File: src/rtl/bf_pdep_net.sv
// bf_pdep_net: bit-plane butterfly permutation engine with double-banked, per-group switch config.
// Optional BF_CFG_PARITY_EN stores an even-parity bit per config word and flags mismatches on lookup.
module bf_pdep_net #(
    parameter int DATA_WIDTH = 64,
    parameter int PLANES     = 8,
    parameter int NUM_GRP    = 4,
    parameter int CFG_DEPTH  = 4,
    parameter int ADDR_WIDTH = 2,
    parameter     PIPE_MASK  = 3'b101,
    localparam int STG = $clog2(DATA_WIDTH / PLANES),
    localparam int SW  = DATA_WIDTH / (2 * PLANES),
    localparam int GW  = NUM_GRP > 1 ? $clog2(NUM_GRP) : 1,
    localparam int KW  = STG > 1 ? $clog2(STG) : 1
) (
    input  logic                          clk,
    input  logic                          rst_n,
    input  logic                          s_valid,
    output logic                          s_ready,
    input  logic [DATA_WIDTH-1:0]         s_data,
    input  logic [NUM_GRP*ADDR_WIDTH-1:0] s_addr,
    output logic                          m_valid,
    input  logic                          m_ready,
    output logic [DATA_WIDTH-1:0]         m_data,
    input  logic                          cfg_wr_en,
    input  logic [GW-1:0]                 cfg_grp,
    input  logic [ADDR_WIDTH-1:0]         cfg_entry,
    input  logic [KW-1:0]                 cfg_stage,
    input  logic [SW-1:0]                 cfg_data,
    input  logic                          cfg_inj_err,
    input  logic                          cfg_commit,
    input  logic                          err_clr,
    output logic                          err_addr,
    output logic                          err_par
);
    localparam int PPG = PLANES / NUM_GRP;
    localparam int CW  = STG * NUM_GRP * SW;

    function automatic logic [DATA_WIDTH-1:0] bf_stage(input logic [DATA_WIDTH-1:0] d,
                                                      input logic [CW-1:0] c, input int k);
        logic [DATA_WIDTH-1:0] r;
        int b, lo, hi;
        r = d;
        b = STG - 1 - k;
        for (int p = 0; p < PLANES; p++)
            for (int j = 0; j < SW; j++) begin
                lo = ((j >> b) << (b + 1)) | (j & ((1 << b) - 1));
                hi = lo + (1 << b);
                if (c[(k * NUM_GRP + p / PPG) * SW + j]) begin
                    r[PLANES * lo + p] = d[PLANES * hi + p];
                    r[PLANES * hi + p] = d[PLANES * lo + p];
                end
            end
        return r;
    endfunction

    logic                  en, acc, wr_ok, bad_addr, bad_par;
    logic                  act_q, act_d, m_valid_q, err_addr_q, err_addr_d, err_par_q, err_par_d;
    logic [DATA_WIDTH-1:0] m_data_q;
    logic [CW-1:0]         ctl_in;
    logic [SW-1:0]         ram_q [2][NUM_GRP][CFG_DEPTH][STG];
    logic [SW-1:0]         ram_d [2][NUM_GRP][CFG_DEPTH][STG];
    logic [DATA_WIDTH-1:0] dat [0:STG];
    logic                  vld [0:STG];
    logic [CW-1:0]         ctl [0:STG-1];

    assign en      = !m_valid_q || m_ready;
    assign s_ready = en;
    assign acc     = s_valid && en;
    assign m_valid = m_valid_q;
    assign m_data  = m_data_q;
    assign err_addr = err_addr_q;
    assign wr_ok   = cfg_wr_en && int'(cfg_grp) < NUM_GRP && int'(cfg_entry) < CFG_DEPTH
                     && int'(cfg_stage) < STG;

    // Writes always target the bank that is shadow in this cycle, even when committing.
    always_comb begin
        ram_d = ram_q;
        if (wr_ok) ram_d[~act_q][cfg_grp][cfg_entry][cfg_stage] = cfg_data;
    end

`ifdef BF_CFG_PARITY_EN
    logic par_q [2][NUM_GRP][CFG_DEPTH][STG];
    logic par_d [2][NUM_GRP][CFG_DEPTH][STG];
    always_comb begin
        par_d = par_q;
        if (wr_ok) par_d[~act_q][cfg_grp][cfg_entry][cfg_stage] = ^cfg_data ^ cfg_inj_err;
    end
    always_ff @(posedge clk or negedge rst_n)
        if (!rst_n) begin
            for (int b = 0; b < 2; b++)
                for (int g = 0; g < NUM_GRP; g++)
                    for (int e = 0; e < CFG_DEPTH; e++)
                        for (int k = 0; k < STG; k++) par_q[b][g][e][k] <= 1'b0;
        end else par_q <= par_d;
`else
    logic unused_inj;
    assign unused_inj = cfg_inj_err;
`endif

    always_comb begin
        ctl_in   = '0;
        bad_addr = 1'b0;
        bad_par  = 1'b0;
        for (int g = 0; g < NUM_GRP; g++)
            if (int'(s_addr[g*ADDR_WIDTH +: ADDR_WIDTH]) < CFG_DEPTH) begin
                for (int k = 0; k < STG; k++) begin
                    ctl_in[(k*NUM_GRP + g)*SW +: SW] = ram_q[act_q][g][s_addr[g*ADDR_WIDTH +: ADDR_WIDTH]][k];
`ifdef BF_CFG_PARITY_EN
                    bad_par = bad_par | (^ram_q[act_q][g][s_addr[g*ADDR_WIDTH +: ADDR_WIDTH]][k]
                              ^ par_q[act_q][g][s_addr[g*ADDR_WIDTH +: ADDR_WIDTH]][k]);
`endif
                end
            end else bad_addr = 1'b1;
    end

    always_comb begin
        act_d      = act_q ^ cfg_commit;
        err_addr_d = (acc && bad_addr) || (err_addr_q && !err_clr);
        err_par_d  = (acc && bad_par) || (err_par_q && !err_clr);
    end

    assign dat[0] = s_data;
    assign vld[0] = acc;
    assign ctl[0] = ctl_in;

    for (genvar k = 0; k < STG; k++) begin : g_stg
        logic [DATA_WIDTH-1:0] perm_d;
        always_comb perm_d = bf_stage(dat[k], ctl[k], k);
        if (PIPE_MASK[k]) begin : g_reg
            logic [DATA_WIDTH-1:0] dat_q;
            logic                  vld_q;
            always_ff @(posedge clk or negedge rst_n)
                if (!rst_n) begin
                    dat_q <= '0;
                    vld_q <= 1'b0;
                end else if (en) begin
                    dat_q <= perm_d;
                    vld_q <= vld[k];
                end
            assign dat[k+1] = dat_q;
            assign vld[k+1] = vld_q;
            if (k < STG - 1) begin : g_ctl
                logic [CW-1:0] ctl_q;
                always_ff @(posedge clk or negedge rst_n)
                    if (!rst_n) ctl_q <= '0;
                    else if (en) ctl_q <= ctl[k];
                assign ctl[k+1] = ctl_q;
            end
        end else begin : g_thru
            assign dat[k+1] = perm_d;
            assign vld[k+1] = vld[k];
            if (k < STG - 1) begin : g_ctl
                assign ctl[k+1] = ctl[k];
            end
        end
    end

    always_ff @(posedge clk or negedge rst_n)
        if (!rst_n) begin
            act_q      <= 1'b0;
            m_valid_q  <= 1'b0;
            m_data_q   <= '0;
            err_addr_q <= 1'b0;
            err_par_q  <= 1'b0;
            for (int b = 0; b < 2; b++)
                for (int g = 0; g < NUM_GRP; g++)
                    for (int e = 0; e < CFG_DEPTH; e++)
                        for (int k = 0; k < STG; k++) ram_q[b][g][e][k] <= '0;
        end else begin
            act_q      <= act_d;
            err_addr_q <= err_addr_d;
            err_par_q  <= err_par_d;
            ram_q      <= ram_d;
            if (en) begin
                m_valid_q <= vld[STG];
                m_data_q  <= dat[STG];
            end
        end

`ifdef BF_CFG_PARITY_EN
    assign err_par = err_par_q;
`else
    logic unused_par;
    assign unused_par = err_par_q ^ err_par_d;
    assign err_par = 1'b0;
`endif
endmodule
File: config.mk
export PLATFORM = sky130hd
export DESIGN_NAME = bf_pdep_net
export DESIGN_NICKNAME = d
export VERILOG_FILES = /design/src/rtl/bf_pdep_net.sv
export SDC_FILE = /design/constraint.sdc
export NUM_CORES = 1
export LEC_CHECK = 0
export CAP_MARGIN = 20
export CORE_MARGIN = 8
export CORE_UTILIZATION = 55
export DETAILED_ROUTE_END_ITERATION = 10
export PLACE_DENSITY_LB_ADDON = 0.3
export REMOVE_ABC_BUFFERS = 1
export SYNTH_ARGS = -nofsm -noshare
export SYNTH_HDL_FRONTEND = slang
export SYNTH_SLANG_ARGS = --single-unit
File: constraint.sdc
create_clock -name clk -period 2.3 [get_ports clk]
set_input_delay 0.23 -clock clk [delete_from_list [all_inputs] [get_ports clk]]
set_output_delay 0.23 -clock clk [all_outputs]
set_load 0.005 [all_outputs]
==> flow_metrics.env <==
export IMPL_status="complete, no violations"
export IMPL_grt_max_degree=131
export IMPL_antenna_left=0
export IMPL_die_w_um=241
export IMPL_place_inst=2888
export IMPL_netlist_instances=2127
export IMPL_cts_sinks=613
export IMPL_skew_ns=0.0158
export IMPL_critical_path_required_ns=2.74
export IMPL_grt_pass1_vias=18400
export IMPL_worst_setup_path_end_kind="flop"
export IMPL_irDropWorstVdd_mv=0.534
export IMPL_hp_class="input pin to async pin"
export IMPL_slew_violations=0
export IMPL_yosys_top_cells_area="dfrtp_1, mux2_2, mux4_2"
export IMPL_clk_pin_slew_worst_paths_ns=0.06
export IMPL_drive_gt1_share_pct=32.4
export IMPL_grt_usage_pct=21.4
export IMPL_nets=2377
export IMPL_worst_slack_ns=0.0776
export IMPL_rows=82
export IMPL_fin_hold_ws_ns=0.145
export IMPL_yosysTopAreaCellShare_pct=54.9
export IMPL_hpwl_mm=40.9
export IMPL_hold_viol_final=0
export IMPL_period_share_pct=96.6
export IMPL_worstPathArrival_ns=2.66
export IMPL_grt_pass1_wl_mm=99.3
export IMPL_slew_headroom_pct=57.5
export IMPL_num_vias=17100
export IMPL_worstMarginPinSlew_ns=0.637
export IMPL_synth_area_leader_cell="dfrtp_1"
export IMPL_boundaryPins=158
export IMPL_avgViaCountPerCell=5.70
export IMPL_core_area_mm2=0.0502
export IMPL_synth_area_per_cell_um2=13.1
export IMPL_avgRoutedWirePerCell_um=20.2
export IMPL_cap_violations=0
export IMPL_clk_latency_ns=0.59
export IMPL_min_period_ns=2.22
export IMPL_synth_common_cells="dfrtp_1, mux2_2, nand2_1, mux2i_1, clkbuf_1"
export IMPL_synth_flop_cell="dfrtp_1"
export IMPL_syn_area_mm2=0.0279
export IMPL_r2r_slack_ns=0.08
export IMPL_ys_types=38
export IMPL_utilization_pct=65.7
export IMPL_r2r_start="act_q$_DFF_PN0_"
export IMPL_die_y_um=241
export IMPL_drt_initial_drc_count=1141
export IMPL_setup_viol=0
export IMPL_clockBufferDepth=3
export IMPL_final_setup_tns_ns=0
export IMPL_startpoint_type="flop"
export IMPL_overflow=0
export IMPL_cp_slowest_cell="mux4_2"
export IMPL_yosysMostFrequentCell="dfrtp_1"
export IMPL_synth_edf_count=0
export IMPL_numCtsBuffers=67
export IMPL_dpl_cell_area_mm2=0.0307
export IMPL_max_stage_delay_ns=0.58
export IMPL_start_util_pct=55.7
export IMPL_globalplace_congestion=0.811
export IMPL_ys_ff_latch=613
export IMPL_cp_max_fo=22
export IMPL_yosysSeqAreaShare_pct=54.9
export IMPL_die_area_mm2=0.0583
export IMPL_critPathKind="flop to flop"
export IMPL_syn2layout_area_growth_pct=17.9
export IMPL_drcViolationCount=0
export IMPL_worstRegToRegCells=6
export IMPL_finalPower_mw=34.1
export IMPL_totalWireLength_mm=60.7
export IMPL_crit_chain="buf_12 -> mux4_2 -> mux2i_4 -> buf_4 -> mux2i_1 -> o21ai_0"
export IMPL_max_freq_ghz=0.450
export IMPL_yosys_warnings=0
export IMPL_final_cell_area_mm2=0.0329
export IMPL_power_per_cell_area_mw_per_mm2=1030
export IMPL_cts_tree="built"
export IMPL_ys_async_sr_fraction_pct=100
export IMPL_n_antenna_cell=0
export IMPL_antenna_found_initial=1
export IMPL_place_ws_ns=-0.0800
export IMPL_cts_root_buf="clkbuf_16"
export IMPL_first_pass_iters=6
export IMPL_io_buffer_count=155
export IMPL_r2r_end="g_stg[0].g_reg.dat_q[54]$_DFFE_PN0P_"
export IMPL_htree_num_levels=3
export IMPL_p_leak_nw=15.4
export IMPL_fin_cells=3008
cell families (layout without fill, tap and decap cells):
family,after synthesis,count (layout),share of synthesized area (%)
multiplexers,720,720,32.8
flip-flops,613,613,54.9
AND/OR/NAND/NOR,489,489,7.24
AO/OA/AOI/OAI,162,162,2.93
buffers and inverters,141,350,2.14
other,1,1,0.0134
XOR/XNOR,1,1,0.0314
worst max-delay path: cells and delay by family (launching register included):
kind                   cells  cell delay [ns]
AOI/OAI and AO/OA          1             0.09
muxes                      3             1.05
DFF                        1             0.50
buffers and inverters      2             0.41
how the worst max path moves through the flow:
stage                              from                                    endpoint  slack [ns]  depth (start not counted)
floorplan           m_valid$_DFFE_PN0P_         g_stg[2].g_reg.dat_q[0]$_DFFE_PN0P_      -11.60                          4
global placement           cfg_stage[0]                      ram_q[322]$_DFFE_PN0P_        0.08                          7
detailed placement         cfg_stage[0]                      ram_q[278]$_DFFE_PN0P_       -0.08                          6
CTS                     act_q$_DFF_PN0_  g_stg[0].g_reg.g_ctl.ctl_q[33]$_DFFE_PN0P_        0.08                          5
global route            act_q$_DFF_PN0_        g_stg[0].g_reg.dat_q[54]$_DFFE_PN0P_       -0.03                          6
finish                  act_q$_DFF_PN0_        g_stg[0].g_reg.dat_q[54]$_DFFE_PN0P_        0.08                          6
cell type report:
type                            instances  area (µm²)
Tap cell                              672         841
Clock buffer                           99        2000
Timing Repair Buffer                  231        2500
Inverter                                1        8.76
Fill cell                            3635       17200
Multi-Input combinational cell       1373       12000
Clock inverter                         19         231
Sequential cell                       613       15300
flip-flops by register name (all words and copies together) (netlist names):
name / cells
ram_q: 384
m_valid: 1
g_stg.g_reg.vld_q: 2
act_q: 1
m_data: 64
err_addr: 1
g_stg.g_reg.g_ctl.ctl_q: 32
g_stg.g_reg.dat_q: 128
report_power, final:
| part | switching [mW] | internal, mW | total (mW) |
|---|---|---|---|
| clock | 4.23 | 6.58 | 10.8 |
| sequential | 1.61 | 13.3 | 14.9 |
| combinational | 3.76 | 4.62 | 8.38 |
placed cells by master, fill, tap and decap left out, types with 30 or more instances in the layout:
| cell type | instances |
|---|---|
| a21oi_1 | 64 |
| buf_12 | 30 |
| buf_4 | 44 |
| clkbuf_16 | 71 |
| clkdlybuf4s50_1 | 150 |
| dfrtp_1 | 612 |
| mux2_2 | 436 |
| mux2i_1 | 160 |
| mux4_2 | 96 |
| nand2_1 | 380 |
| nor2_1 | 70 |
| o21ai_0 | 93 |
what timing repair did:
item,4_1_cts,5_1_grt
endpoints found under the setup margin,0,9
gates resized for setup,0,3
hold buffers,1,0
buffers inserted,0,1
hold endpoints to repair,130,0
layer usage:
| layer | track usage [%] | share of wire [%] | up-vias |
|---|---|---|---|
| met5 | 0 | 0.015 | - |
| met4 | 6.29 | 1.9 | 2 |
| met3 | 3.32 | 4.0 | 89 |
| met2 | 35.9 | 50 | 291 |
| met1 | 28.7 | 44 | 8907 |
| li1 | - | - | 7850 |
No activity file was read; power rests on OpenSTA's default activity.
